## src/rtl/pc_sequencer_if.sv

```systemverilog
// Bus bundle between the instruction-cycle controller and the rest of the CPU:
// memory, register file/ALU datapath, flag register and program counter.
//
// Memory handshake: the controller holds a memory access (address select and,
// for stores, mem_we) asserted every cycle until mem_ready is seen high; the
// access completes in the cycle where mem_ready=1, and nothing from that access
// is repeated after it. mem_ready is ignored outside FETCH and MEM.
interface pc_sequencer_if;
  logic        run;
  logic [15:0] pc_cur;
  logic [15:0] mem_rdata;
  logic        mem_ready;
  logic        flag_z;
  logic        flag_n;
  logic [15:0] reg_target;
  logic [15:0] ir;
  logic [15:0] in_pc;
  logic        en_pc;
  logic        mem_addr_sel;
  logic        mem_we;
  logic        reg_we;
  logic        flags_en;
  logic        halted;
  logic [2:0]  state;

  // Controller side
  modport master (
    input  run, pc_cur, mem_rdata, mem_ready, flag_z, flag_n, reg_target,
    output ir, in_pc, en_pc, mem_addr_sel, mem_we, reg_we, flags_en, halted, state
  );

  // Datapath / memory / program-counter side
  modport slave (
    output run, pc_cur, mem_rdata, mem_ready, flag_z, flag_n, reg_target,
    input  ir, in_pc, en_pc, mem_addr_sel, mem_we, reg_we, flags_en, halted, state
  );
endinterface

```

## src/rtl/pc_sequencer.sv

```systemverilog
// Fetch/decode/execute sequencer for the 16-bit CPU. Holds the instruction
// register, computes the next PC and produces the datapath write strobes.
// state and ir are registered; every strobe and in_pc is combinational.
module pc_sequencer (
  input logic          clk,
  input logic          reset,
  pc_sequencer_if.master bus
);

  localparam logic [2:0] S_IDLE   = 3'd0;
  localparam logic [2:0] S_FETCH  = 3'd1;
  localparam logic [2:0] S_DECODE = 3'd2;
  localparam logic [2:0] S_EXEC   = 3'd3;
  localparam logic [2:0] S_MEM    = 3'd4;
  localparam logic [2:0] S_HALT   = 3'd5;

  localparam logic [3:0] OP_LOAD  = 4'h8;
  localparam logic [3:0] OP_STORE = 4'h9;
  localparam logic [3:0] OP_BZ    = 4'hA;
  localparam logic [3:0] OP_BN    = 4'hB;
  localparam logic [3:0] OP_JMP   = 4'hC;
  localparam logic [3:0] OP_HALT  = 4'hF;

  logic [2:0]  state_q;
  logic [2:0]  state_d;
  logic [15:0] ir_q;
  logic [3:0]  opcode;
  logic [15:0] pc_inc;
  logic [15:0] branch_offset;
  logic [15:0] pc_branch;

  logic [15:0] in_pc;
  logic        en_pc;
  logic        mem_addr_sel;
  logic        mem_we;
  logic        reg_we;
  logic        flags_en;

  assign opcode        = ir_q[15:12];
  assign pc_inc        = bus.pc_cur + 16'd1;
  assign branch_offset = {{8{ir_q[7]}}, ir_q[7:0]};
  assign pc_branch     = bus.pc_cur + branch_offset;

  // Next-state selection; unused codes 6/7 fall back to IDLE.
  always_comb begin
    state_d = S_IDLE;
    case (state_q)
      S_IDLE:   state_d = bus.run ? S_FETCH : S_IDLE;
      S_FETCH:  state_d = bus.mem_ready ? S_DECODE : S_FETCH;
      S_DECODE: state_d = S_EXEC;
      S_EXEC: begin
        if (opcode == OP_LOAD || opcode == OP_STORE) state_d = S_MEM;
        else if (opcode == OP_HALT)                  state_d = S_HALT;
        else                                         state_d = S_FETCH;
      end
      S_MEM:    state_d = bus.mem_ready ? S_FETCH : S_MEM;
      S_HALT:   state_d = S_HALT;
      default:  state_d = S_IDLE;
    endcase
  end

  // State and instruction register; ir loads only when the fetch completes.
  always_ff @(posedge clk or negedge reset) begin
    if (!reset) begin
      state_q <= S_IDLE;
      ir_q    <= 16'h0000;
    end else begin
      state_q <= state_d;
      if (state_q == S_FETCH && bus.mem_ready) ir_q <= bus.mem_rdata;
    end
  end

  // Strobes and next-PC value decoded from the current state and instruction.
  always_comb begin
    in_pc        = pc_inc;
    en_pc        = 1'b0;
    mem_addr_sel = 1'b0;
    mem_we       = 1'b0;
    reg_we       = 1'b0;
    flags_en     = 1'b0;
    case (state_q)
      S_EXEC: begin
        if (opcode <= 4'h7) begin
          reg_we   = 1'b1;
          flags_en = 1'b1;
          en_pc    = 1'b1;
        end else if (opcode == OP_BZ) begin
          en_pc = 1'b1;
          if (bus.flag_z) in_pc = pc_branch;
        end else if (opcode == OP_BN) begin
          en_pc = 1'b1;
          if (bus.flag_n) in_pc = pc_branch;
        end else if (opcode == OP_JMP) begin
          en_pc = 1'b1;
          in_pc = bus.reg_target;
        end else if (opcode == OP_LOAD || opcode == OP_STORE || opcode == OP_HALT) begin
          en_pc = 1'b0;
        end else begin
          // 0xD and 0xE behave as NOP
          en_pc = 1'b1;
        end
      end
      S_MEM: begin
        mem_addr_sel = 1'b1;
        mem_we       = (opcode == OP_STORE);
        reg_we       = (opcode == OP_LOAD) && bus.mem_ready;
        en_pc        = bus.mem_ready;
      end
      default: begin
        in_pc = pc_inc;
      end
    endcase
  end

  assign bus.ir           = ir_q;
  assign bus.state        = state_q;
  assign bus.halted       = (state_q == S_HALT);
  assign bus.in_pc        = in_pc;
  assign bus.en_pc        = en_pc;
  assign bus.mem_addr_sel = mem_addr_sel;
  assign bus.mem_we       = mem_we;
  assign bus.reg_we       = reg_we;
  assign bus.flags_en     = flags_en;

endmodule

```

## src/flat_wrapper.sv

```systemverilog
// flat-port wrapper written by rule: the top's interface ports become plain ports
module pc_sequencer_flat 
  (clk, reset, bus_run, bus_pc_cur, bus_mem_rdata, bus_mem_ready, bus_flag_z, bus_flag_n, bus_reg_target, bus_ir, bus_in_pc, bus_en_pc, bus_mem_addr_sel, bus_mem_we, bus_reg_we, bus_flags_en, bus_halted, bus_state);
  pc_sequencer_if bus_i ();
  input logic clk;
  input logic reset;
  input wire logic [$bits(bus_i.run)-1:0] bus_run;
  input wire logic [$bits(bus_i.pc_cur)-1:0] bus_pc_cur;
  input wire logic [$bits(bus_i.mem_rdata)-1:0] bus_mem_rdata;
  input wire logic [$bits(bus_i.mem_ready)-1:0] bus_mem_ready;
  input wire logic [$bits(bus_i.flag_z)-1:0] bus_flag_z;
  input wire logic [$bits(bus_i.flag_n)-1:0] bus_flag_n;
  input wire logic [$bits(bus_i.reg_target)-1:0] bus_reg_target;
  output wire logic [$bits(bus_i.ir)-1:0] bus_ir;
  output wire logic [$bits(bus_i.in_pc)-1:0] bus_in_pc;
  output wire logic [$bits(bus_i.en_pc)-1:0] bus_en_pc;
  output wire logic [$bits(bus_i.mem_addr_sel)-1:0] bus_mem_addr_sel;
  output wire logic [$bits(bus_i.mem_we)-1:0] bus_mem_we;
  output wire logic [$bits(bus_i.reg_we)-1:0] bus_reg_we;
  output wire logic [$bits(bus_i.flags_en)-1:0] bus_flags_en;
  output wire logic [$bits(bus_i.halted)-1:0] bus_halted;
  output wire logic [$bits(bus_i.state)-1:0] bus_state;
  assign bus_i.run = bus_run;
  assign bus_i.pc_cur = bus_pc_cur;
  assign bus_i.mem_rdata = bus_mem_rdata;
  assign bus_i.mem_ready = bus_mem_ready;
  assign bus_i.flag_z = bus_flag_z;
  assign bus_i.flag_n = bus_flag_n;
  assign bus_i.reg_target = bus_reg_target;
  assign bus_ir = bus_i.ir;
  assign bus_in_pc = bus_i.in_pc;
  assign bus_en_pc = bus_i.en_pc;
  assign bus_mem_addr_sel = bus_i.mem_addr_sel;
  assign bus_mem_we = bus_i.mem_we;
  assign bus_reg_we = bus_i.reg_we;
  assign bus_flags_en = bus_i.flags_en;
  assign bus_halted = bus_i.halted;
  assign bus_state = bus_i.state;
  pc_sequencer u_core (.clk(clk), .reset(reset), .bus(bus_i));
endmodule
```

## config.mk

```make
export PLATFORM = sky130hd
export DESIGN_NAME = pc_sequencer_flat
export DESIGN_NICKNAME = d
export VERILOG_FILES = /design/src/rtl/pc_sequencer_if.sv /design/src/rtl/pc_sequencer.sv /design/src/flat_wrapper.sv
export SDC_FILE = /design/constraint.sdc
export NUM_CORES = 1
export LEC_CHECK = 0
export ABC_AREA = 1
export BUFFER_PORTS_ARGS = -buffer_cell sky130_fd_sc_hd__buf_2
export CAP_MARGIN = 20
export CORE_ASPECT_RATIO = 1.4
export CORE_MARGIN = 2
export CORE_UTILIZATION = 45
export DETAILED_ROUTE_END_ITERATION = 8
export MAX_ROUTING_LAYER = met4
export PLACE_DENSITY_LB_ADDON = 0.25
export SYNTH_ARGS = -nofsm -noshare
export SYNTH_HDL_FRONTEND = slang
export SYNTH_SLANG_ARGS = --single-unit
```

## constraint.sdc

```tcl
create_clock -name clk -period 1.95 [get_ports clk]
set_clock_uncertainty 0.15 [all_clocks]
set_input_delay 0.0975 -clock clk [delete_from_list [all_inputs] [get_ports clk]]
set_output_delay 0.0975 -clock clk [all_outputs]
set_load 0.02 [all_outputs]
```

Yosys cells after proc, flatten, opt, wreduce, memory -nomap -nowiden
Cells that the tools add are included.
{"block": "totals", "register_bits": 19, "inputBits": 54, "out_inout_bits": 41}
{"block": "op_classes", "n_addsub": 2, "n_lt_le_gt_ge": 1, "eq_ne": 11, "muxes": 24, "n_reduce_logical": 5}
{"operator": "$mux W16", "count": 7}
{"operator": "$eq A4 B4 Y1 const B", "count": 6}
{"operator": "$pmux W3 S6", "count": 1}
{"operator": "$add A16 B1 Y16 const B", "count": 1}
{"operator": "$add A16 B16 Y16", "count": 1}
{"operator": "$mux W1", "count": 10}
{"operator": "$mux W3", "count": 3}
{"operator": "$eq A3 B2 Y1 const B", "count": 2}
{"operator": "$eq A3 B3 Y1 const B", "count": 2}
{"operator": "$le A4 B3 Y1 const B", "count": 1}
{"operator": "$pmux W1 S2", "count": 2}
{"operator": "$eq A3 B1 Y1 const B", "count": 1}
{"operator": "$logic_not A3 Y1", "count": 1}
{"operator": "$logic_and A1 B1 Y1", "count": 2}
{"operator": "$logic_or A1 B1 Y1", "count": 2}
{"operator": "$mux W2", "count": 1}

Longest topological paths before layout
Gate-level depths: netlist (run 1).
{"block": "depth", "ltp_word": 9, "depth_mapped": 14, "ltp_nobuf": 13}

Least setup slack after synthesis (run 1)
No wires, ideal clock.
{"block": "synth_path", "path_kind": "reg-to-output", "from": "register u_core.ir_q[0], in the netlist u_core.bus.ir[0]", "to": "output port bus_in_pc[14]", "t_arrival_ns": 2.038, "required_ns": 1.702, "path_slack_ns": -0.336, "stages_incl_launch_ff": 12, "n_path_buf": 0, "cell_sequence": "dfrtp_1 -> ha_1 -> fa_1 -> nand2_1 -> nand3_1 -> nand2_1 -> nand2_1 -> nand2_1 -> nand2_1 -> nand2_1 -> nand2_1 -> a21oi_1"}
{"block": "synth_between", "elab_chain_cells": 6}
{"element": "start: declaration", "line": "pc_sequencer.sv:26", "text": "logic [15:0] ir_q;"}
{"element": "start signal: assignment", "line": "pc_sequencer.sv:69", "text": "if (state_q == S_FETCH && bus.mem_ready) ir_q <= bus.mem_rdata;"}
{"element": "$add A16 B16 Y16 (*)", "line": "pc_sequencer.sv:42", "text": "assign pc_branch = bus.pc_cur + branch_offset;"}
{"element": "$mux W16", "line": "pc_sequencer.sv:92", "text": "if (bus.flag_n) in_pc = pc_branch;"}
{"element": "$mux W16", "line": "pc_sequencer.sv:90", "text": "end else if (opcode == OP_BN) begin"}
{"element": "$mux W16 (*)", "line": "pc_sequencer.sv:87", "text": "end else if (opcode == OP_BZ) begin"}
{"element": "$mux W16 (*)", "line": "pc_sequencer.sv:83", "text": "if (opcode <= 4'h7) begin"}
{"element": "$mux W16 (*)", "line": "pc_sequencer.sv:81", "text": "case (state_q)"}
{"element": "end: declaration", "line": "flat_wrapper.sv:15", "text": "output wire logic [$bits(bus_i.in_pc)-1:0] bus_in_pc;"}
Mark *: on every way between the ends. The rest lies on a longest branch, timed or not.

Worst setup path after layout (run 1)
{"block": "layout_path", "from": "register u_core.ir_q[0], in the netlist u_core.bus.ir[0]", "to": "output port bus_in_pc[8]"}
Same word-level chain as after synthesis.

==> results of run 1 <==
[per-layer routing]
metal	vias up	GRT usage	wire [um]	share of wire
li1	2198	-	-	-
met1	2185	0.3681	4836	0.33
met2	329	0.6124	7349	0.50
met3	114	0.04264	1238	0.085
met4	0	0.2030	1183	0.081
met5	-	-	0	0
[final cells by class]
| class | count | area, um^2 | share of cell area |
|---|---|---|---|
| multi-input combinational | 438 | 3050 | 0.5417 |
| timing repair buffer | 209 | 1562 | 0.2773 |
| sequential | 19 | 481.7 | 0.08554 |
| inverter | 90 | 362.8 | 0.06443 |
| tap | 95 | 118.9 | 0.02111 |
| clock buffer | 3 | 41.29 | 0.007332 |
| clock inverter | 1 | 7.507 | 0.001333 |
| timing repair inverter | 1 | 7.507 | 0.001333 |
[worst max-delay path, delay by kind of cell (launching register included)]
| family | cells | cell delay [ns] |
|---|---|---|
| AND/OR/NAND/NOR | 7 | 0.67 |
| adder cells (fa/ha/maj) | 2 | 0.55 |
| flip-flops | 1 | 0.43 |
| buffers and inverters | 2 | 0.17 |
| AO/OA/AOI/OAI | 1 | 0.15 |
[stage by stage]
stage	utilization	power [mW]	worst slack [ns]	std cells	cell area [um^2]
after floorplan	-	4.050	-0.06702	558	3425
after global placement	0.6443	5.833	-0.3181	804	4469
after detailed placement	0.6443	5.926	-0.3128	804	4469
after CTS	0.7691	7.500	-0.5091	842	5335
after global routing	0.8119	8.940	-0.6480	856	5632
final	0.8119	8.435	-0.5540	856	5632
[cells in the final DEF (no fill, tap or decap), types with 8 or more instances in the layout]
cell	synthesis	routed
a21oi_1	32	18
a21oi_2	0	8
buf_2	7	79
buf_4	3	86
buf_6	0	22
dfrtp_1	19	14
dlygate4sd3_1	0	18
ha_4	0	13
inv_1	85	68
inv_2	2	13
mux2_2	12	12
nand2_1	175	132
nand2_2	4	34
nand2_4	0	13
nand3_1	55	42
nand3_2	0	10
nand4_1	8	8
nor2_1	58	42
nor2_2	5	11
nor2_4	3	13
o21ai_0	17	13
[power by group]
| group | total, mW | switching, mW | internal, mW |
|---|---|---|---|
| clock | 0.301 | 0.156 | 0.145 |
| combinational | 7.31 | 4.06 | 3.25 |
| sequential | 0.824 | 0.220 | 0.604 |
[cell families after synthesis]
family,count (synthesis)
and+or+nand+nor,321
buffers and inverters,101
AOI/OAI and AO/OA,75
DFF,19
adders and majority gates,17
xor gates and xnor gates,13
muxes,12
[sequential cells by signal (all words and copies together), names as in the netlist]
name,flops
u_core.bus.ir,16
u_core.bus.state,3
[what timing repair did]
action,in CTS,in global routing
gates cloned,1,1
pin swaps,58,36
hold endpoints to repair,36,0
hold buffers,18,0
setup buffers,15,14
setup endpoints to repair,17,18
gates resized for setup,125,54
[worst max-delay path by stage]
stage / startpoint / end / slack [ns] / cells past startpoint
detailed placement: u_core.bus.ir[7] / bus_in_pc[10] / -0.31 / 12
floorplan: u_core.bus.ir[7] / bus_in_pc[14] / -0.07 / 10
global route: u_core.bus.ir[7] / bus_in_pc[13] / -0.65 / 14
global placement: u_core.bus.ir[5] / bus_in_pc[7] / -0.32 / 12
CTS: u_core.bus.ir[7] / bus_in_pc[12] / -0.51 / 11
finish: u_core.bus.ir[0] / bus_in_pc[8] / -0.55 / 12
==> flow_summary_export.csv, run 1 <==
group,metric,value,unit
run_status,status,"finished with violations",
run_status,violations,"setup timing",
route,drcViolationCount,0,
sta,holdWs,0.1544,ns
sta,worst_pin_slew,0.4531,ns
sta,setup_viol,17,
yosys,synthesis.area,3211,um^2
clock_network,clock_path_buffers,2,
place,portBuffers,94,
route,dr.pass1.iters,7,
route,wl_per_cell,17.07,um
yosys,yosysMostFrequentCell,"nand2_1",
sta,relSlewSlack,0.6958,
worst_setup_path,reg2reg_depth,4,
yosys,synth-simple-area-share,0.4427,
yosys,syn_nets,629,
yosys,yosys_register_bits,19,
worst_setup_path,required,1.70,ns
floorplanning,core_area,6937,um^2
yosys,synthAdderAreaFrac,0.06859,
worst_setup_path,crit_chain,"ha_4, fa_2, nand2_1, nand3_4, nand2_2, nand3_1, nand2_1, nand2_1, nand2_1, inv_2, a21oi_4, buf_6",
worst_setup_path,crit_type,"register to primary output",
clock_network,clkSlewWorstSetupHoldPaths,0.08,ns
global_route,grt_overflow_total,0,
yosys,synth_top_area_cell,"nand2_1",
worst_setup_path,timing.critical_path.mode_cell,"nand2_1",
worst_setup_path,regToRegEndpoint,"u_core.bus.ir[7]",
place,globalplace.congestion,1.052,
clock_network,clk_latency,0.27,ns
finish,finalNetCount,833,
sta,slew_viol_final,0,
global_route,grt_max_degree,22,
worst_setup_path,endpoint_kind,"primary output",
clock_network,root_buffer,"clkbuf_8",
clock_network,cts_tree,"yes",
power,power.leakage,2.913,nW
worst_setup_path,start_kind,"register",
hold_path,hold_path.class,"input port to async pin",
finish,fillers,473,
route,drt_iter0_markers,369,
yosys,synth_cells,558,
clock_network,ctsHtreeMaxLevel,1,
sta,fin_crit_sh,1.284,
route,wirelength,14.61,mm
sta,hold_viol_final,0,
floorplanning,row_count,36,
power,power.density,1498,nW/um^2
place,dp_hpwl,9.299,mm
yosys,ys.flop_type,"dfrtp_1",
power,ir_drop,0.001068,V
yosys,synth-compound-area-share,0.1360,
yosys,synth-xor-area-share,0.03546,
worst_setup_path,crit_slowest_cell,"dfrtp_2",
floorplanning,die_y,103.9,um
finish,drive_above_1_share,0.4796,
global_route,grt_pass1_vias,4608,
yosys,yosys_warnings,0,
yosys,synth_top_area_frac,0.2046,
route,post_drt_via_cell_ratio,5.638,
route,ant_nets,0,
yosys,yosys-top-cells-count,"175 x nand2_1, 85 x inv_1, 58 x nor2_1, 55 x nand3_1, 32 x a21oi_1",
yosys,synth_seq_area_share,0.1481,
sta,period_needed,2.504,ns
sta,fin_tns_setup,-6.923,ns
floorplanning,start_util,0.4628,
worst_setup_path,cp.arrival,2.26,ns
global_route,track_usage,0.3536,
finish,n_antenna_cell,0,
yosys,post_synth_num_cell_types,46,
yosys,synth_top_family_by_area,"simple AND/OR/NAND/NOR gates",
clock_network,clock-sinks,19,
global_route,grt_pass1_wl,21.13,mm
sta,setup_slack,-0.5540,ns
yosys,synthMuxAreaShare,0.04209,
global_route,antenna_found_initial,0,
worst_setup_path,r2r_start,"u_core.bus.state[1]",
sta,fmax,399.4,MHz
yosys,synth.area.top_cells,"nand2_1 20%, dfrtp_1 15%, inv_1 9.9%, nand3_1 8.6%, nor2_1 6.8%",
worst_setup_path,r2r_slack,0.21,ns
floorplanning,die_area,7836,um^2
worst_setup_path,slowest_delay,0.43,ns
floorplanning,num_io_pins,95,
yosys,syn_area_per_cell,5.754,um^2
yosys,synth_edf_count,0,
yosys,ys_async_sr_fraction,1.000,
clock_network,cts_buffers,3,
floorplanning,dieWidth,75.39,um
sta,rsz0062_at_grt,"yes",
finish,syn_to_final_growth,75.41,%
job,maxCapViolCount,0,
route,num_vias,4826,
worst_setup_path,cp_max_fo,4,
Power figures use the tool's default switching activity.
==> run 2, diff against run 1 <==
Settings changed: CORE_MARGIN 2 to default.
==> run 2 against run 1 <==
The run still ends with setup timing left; utilization increased by 2.9 points; global-route usage increased by 4.3 points; via count increased by 6.9%; design area increased by 3.5%; critical endpoint is now bus_in_pc[15].
==> flow_summary_export.csv, run 2 (synthesis results as in run 1) <==
group,metric,value,unit
route,drt_iter0_markers,467,
worst_setup_path,r2r_slack,0.18,ns
floorplanning,die_y,101.9,um
sta,slew_viol_final,0,
floorplanning,die_area,7481,um^2
floorplanning,start_util,0.4628,
sta,hold_viol_final,0,
job,maxCapViolCount,0,
route,num_vias,5158,
worst_setup_path,crit_type,"register to primary output",
floorplanning,num_io_pins,95,
power,ir_drop,0.001157,V
place,globalplace.congestion,1.027,
worst_setup_path,regToRegEndpoint,"u_core.bus.ir[4]",
worst_setup_path,r2r_start,"u_core.bus.state[0]",
power,comb_power_share,0.864,
clock_network,clock_path_buffers,2,
power,power.density,1535,nW/um^2
worst_setup_path,cp.arrival,2.35,ns
power,power.share.switching,0.5422,
route,ant_nets,0,
global_route,antenna_found_initial,0,
global_route,track_usage,0.3961,
place,portBuffers,94,
worst_setup_path,required,1.70,ns
finish,n_antenna_cell,0,
finish,layout.cells.most_common,"nand2_1",
global_route,grt_pass1_wl,21.96,mm
finish,multi_input_area,3229,um^2
sta,relSlewSlack,0.6622,
route,wirelength,17.05,mm
power,cell_internal_pwr,4.098,mW
route,post_drt_via_cell_ratio,6.012,
power,fin_total_pwr,8.952,mW
clock_network,ctsHtreeMaxLevel,1,
clock_network,clk_latency,0.27,ns
clock_network,clock-sinks,19,
sta,setup_slack,-0.6504,ns
floorplanning,dieWidth,73.39,um
global_route,grt_pass1_vias,4609,
run_status,status,"finished with violations",
finish,largest_register_ffs,16,
clock_network,root_buffer,"clkbuf_8",
run_status,violations,"setup timing",
sta,fin_crit_sh,1.334,
sta,fmax,384.6,MHz
floorplanning,row_count,36,
clock_network,cts_tree,"yes",
finish,syn_to_final_growth,81.61,%
sta,holdWs,0.1498,ns
worst_setup_path,endpoint_kind,"primary output",
worst_setup_path,crit_end,"bus_in_pc[15]",
power,power.leakage,2.979,nW
place,dp_hpwl,9.858,mm
global_route,grt_max_degree,22,
finish,drive_above_1_share,0.5308,
power,seqPwrFrac,0.102,
finish,final_cell_mix,"122 x nand2_1, 90 x buf_4, 77 x buf_2",
route,wl_per_cell,19.87,um
route,dr.pass1.iters,6,
worst_setup_path,reg2reg_depth,6,
power,clkPwrFrac,0.034,
power,p_switching,4.854,mW
finish,finalNetCount,835,
worst_setup_path,startpoint,"u_core.bus.ir[7]",
floorplanning,core_area,6937,um^2
sta,worst_pin_slew,0.5030,ns
sta,setup_viol,18,
worst_setup_path,start_kind,"register",
finish,layout.area.seq,484.2,um^2
hold_path,hold_path.class,"input port to async pin",
clock_network,clkSlewWorstSetupHoldPaths,0.08,ns
sta,rsz0062_at_grt,"yes",
clock_network,cts_buffers,3,
worst_setup_path,cp_max_fo,8,
route,drcViolationCount,0,
place,dp_slack,-0.3239,ns
sta,period_needed,2.600,ns
finish,fillers,445,
global_route,grt_overflow_total,0,
==> run 2: worst max-delay path, stage by stage, from the launching register on <==
cell and delay (ns):
dfrtp_4 0.58, buf_6 0.16, buf_4 0.13, ha_4 0.23, a21oi_2 0.15, o21ai_2 0.08
nor2_2 0.19, nand3b_1 0.16, nand3_1 0.12, nand2_1 0.08, nand2_2 0.07, buf_6 0.11
==> run 2: timing repair <==
item,4_1_cts,5_1_grt
setup buffers,16,13
hold buffers,18,0
setup endpoints to repair,16,19
cloned,1,0
pin swaps,78,65
gates resized for setup,146,79
hold endpoints to repair,36,0
==> run 2: worst min path at each step <==
stage / from / endpoint / slack (ns) / cells past startpoint
after floorplan: reset / u_core.bus.ir[0] / -0.35 / 0
after global placement: reset / u_core.bus.ir[11] / -0.09 / 1
after detailed placement: reset / u_core.bus.ir[1] / -0.09 / 1
after CTS: bus_run / u_core.bus.state[0] / 0.13 / 5
after global routing: bus_run / u_core.bus.state[0] / 0.21 / 5
final: reset / u_core.bus.ir[11] / 0.15 / 2
==> run 2: area by class of cell <==
class | count | area share
Inverter | 90 | 0.06051
Clock buffer | 3 | 0.007082
Multi-Input combinational cell | 438 | 0.5539
Sequential cell | 19 | 0.08305
Tap cell | 95 | 0.02039
Clock inverter | 1 | 0.001288
Timing Repair Buffer | 212 | 0.2738
==> run 2: through the flow <==
step                      utilization  area, um^2  setup TNS, ns  cells
after global routing           0.8405        5831         -9.166    858
after floorplan                     -        3425        -0.3325    558
after global placement         0.6544        4539         -2.637    810
final                          0.8405        5831         -7.992    858
after CTS                      0.7884        5469         -6.104    848
after detailed placement       0.6544        4539         -2.948    810
==> run 2: metal layers <==
metal,share of wire,up-vias,track usage
met2,0.49,439,0.7350
li1,-,2214,-
met1,0.34,2340,0.4074
met4,0.087,0,0.1908
met5,0,-,-
met3,0.087,165,0.04536
==> run 2: power groups by stage <==
stage               combinational [mW]  clock (mW)  sequential [mW]
floorplan                         2.97           0             1.08
global placement                  5.10           0            0.810
detailed placement                5.16           0            0.823
CTS                               6.45       0.302            0.847
global route                      8.12       0.308            0.922
finish                            7.74       0.303            0.911
==> run 3, diff against run 2 <==
Settings changed: ABC_CLOCK_PERIOD_IN_PS from default to 1950, RECOVER_POWER from default to 25.
==> run 3 against run 2 <==
The flow still finishes with violations (setup timing); non-clock buffer count did not move; design area barely moved; worst hold slack improved by 0.023 ns; sequential power barely moved; first-iteration DRC count did not move; register-to-register slack barely moved; sequential share of layout area barely moved; critical endpoint unchanged.
==> flow_summary_export.csv, run 3 (synthesis results as in run 1) <==
group,metric,value,unit
run_status,status,"finished with violations",
run_status,violations,"setup timing",
sta,holdWs,0.1727,ns
worst_setup_path,required,1.70,ns
worst_setup_path,startpoint,"u_core.bus.ir[7]",
finish,n_antenna_cell,0,
floorplanning,die_y,101.9,um
finish,final_cell_mix,"122 x nand2_1, 90 x buf_4, 76 x buf_2",
global_route,grt_max_degree,22,
global_route,grt_pass1_vias,4609,
global_route,grt_overflow_total,0,
worst_setup_path,timing.critical_path.mode_cell,"buf_6",
place,portBuffers,94,
floorplanning,core_area,6937,um^2
power,power.density,1534,nW/um^2
worst_setup_path,crit_end,"bus_in_pc[15]",
route,num_vias,5161,
route,post_drt_via_cell_ratio,6.015,
power,ir_drop,0.001147,V
clock_network,clk_latency,0.27,ns
worst_setup_path,start_kind,"register",
hold_path,worstHoldStart,"bus_run",
sta,hold_viol_final,0,
sta,period_needed,2.607,ns
global_route,track_usage,0.3961,
worst_setup_path,regToRegEndpoint,"u_core.bus.ir[4]",
place,dp_hpwl,9.858,mm
route,drcViolationCount,0,
clock_network,ctsHtreeMaxLevel,1,
sta,relSlewSlack,0.2610,
sta,slew_viol_final,0,
worst_setup_path,cp.arrival,2.36,ns
route,wl_met2,8.303,mm
finish,syn_to_final_growth,81.57,%
floorplanning,num_io_pins,95,
job,maxCapViolCount,0,
route,drt_iter0_markers,467,
sta,fmax,383.7,MHz
clock_network,clkSlewWorstSetupHoldPaths,0.08,ns
route,top_layer_used,"met4",
worst_setup_path,endpoint_kind,"primary output",
clock_network,cts_buffers,3,
floorplanning,start_util,0.4628,
power,power.leakage,2.976,nW
sta,rsz0062_at_grt,"yes",
route,wl_met3,1.525,mm
worst_setup_path,reg2reg_depth,6,
place,dp_slack,-0.3239,ns
worst_setup_path,slowest_delay,0.58,ns
finish,largest_register_ffs,16,
route,dr.pass1.iters,6,
route,wl_per_cell,19.85,um
floorplanning,row_count,36,
finish,stdcell_area,5829,um^2
global_route,grt_pass1_wl,21.96,mm
clock_network,cts_tree,"yes",
worst_setup_path,crit_type,"register to primary output",
floorplanning,die_area,7481,um^2
finish,drive_above_1_share,0.5295,
worst_setup_path,crit_slowest_cell,"dfrtp_4",
floorplanning,dieWidth,73.39,um
finish,layout.cells.most_common,"nand2_1",
worst_setup_path,r2r_slack,0.18,ns
route,wirelength_met1,5.666,mm
finish,fillers,446,
place,globalplace.congestion,1.027,
hold_path,hold_path.class,"input port to register",
route,ant_nets,0,
sta,worst_pin_slew,1.109,ns
clock_network,root_buffer,"clkbuf_8",
sta,fin_crit_sh,1.337,
sta,setup_viol,18,
route,wirelength,17.03,mm
global_route,antenna_found_initial,0,
sta,setup_slack,-0.6565,ns
worst_setup_path,cp_max_fo,8,
place,placed_area,4539,um^2
finish,finish.utilization,0.8404,
finish,final-instance-count-excl-fill,858,
clock_network,clock-sinks,19,
worst_setup_path,crit_chain,"buf_6, buf_4, ha_4, a21oi_2, o21ai_2, nor2_2, nand3b_1, nand3_1, nand2_1, nand2_2, buf_6",
worst_setup_path,r2r_start,"u_core.bus.state[0]",
place,dp_cells,810,
clock_network,clock_path_buffers,2,
finish,finalNetCount,835,
run 3: cell types whose count changed in the layout (fill, tap and decap cells not counted):
cell	change
buf_2	-1
clkbuf_1	+1
run 3: how the worst min path moves through the flow:
stage                           to  slack [ns]  cells past startpoint
3_3_place_gp     u_core.bus.ir[11]       -0.09                      1
2_1_floorplan     u_core.bus.ir[0]       -0.35                      0
5_1_grt        u_core.bus.state[0]        0.21                      5
4_1_cts        u_core.bus.state[0]        0.13                      5
6_report       u_core.bus.state[0]        0.17                      5
3_5_place_dp      u_core.bus.ir[1]       -0.09                      1
run 3: per-layer routing:
layer  GRT usage  vias up
met1      0.4074     2341
met4      0.1908        0
met2      0.7350      435
met5           -        -
li1            -     2214
met3     0.04536      171
run 3: worst max-delay path, delay by kind of cell, from the launching register on:
kind                       cells  cell delay (ns)
AOI/OAI and AO/OA              2             0.23
buffers and inverters          3             0.40
and+or+nand+nor                5             0.64
DFF                            1             0.58
adders and majority gates      1             0.23
run 3: final cells by class:
| class | count | area (um^2) | area share |
|---|---|---|---|
| Tap cell | 95 | 118.9 | 0.02039 |
| Inverter | 90 | 352.8 | 0.06053 |
| Timing Repair Buffer | 212 | 1595 | 0.2737 |
| Clock buffer | 3 | 41.29 | 0.007083 |
| Clock inverter | 1 | 7.507 | 0.001288 |
| Sequential cell | 19 | 484.2 | 0.08306 |
| Multi-Input combinational cell | 438 | 3229 | 0.5540 |
run 3: power by group:
group / internal [mW] / total (mW) / leakage, nW / switching [mW]
Clock: 0.145 / 0.302 / 0.0217 / 0.157
Sequential: 0.609 / 0.911 / 0.217 / 0.302
Combinational: 3.34 / 7.73 / 2.74 / 4.39
Total: 4.10 / 8.94 / 2.98 / 4.85
run 3: what timing repair did:
| action | in CTS | in global routing |
|---|---|---|
| hold endpoints to repair | 36 | 0 |
| gates resized for setup | 146 | 79 |
| hold buffers | 18 | 0 |
| buffers inserted | 16 | 13 |
| gates cloned | 1 | 0 |
| setup endpoints to repair | 16 | 19 |
| pin swaps | 78 | 65 |
run 3: metrics by stage:
| stage | power [mW] | TNS (ns) |
|---|---|---|
| 2_1_floorplan | 4.050 | -0.3325 |
| 3_3_place_gp | 5.915 | -2.637 |
| 3_5_place_dp | 5.981 | -2.948 |
| 4_1_cts | 7.595 | -6.104 |
| 5_1_grt | 9.345 | -9.166 |
| 6_report | 8.944 | -7.955 |
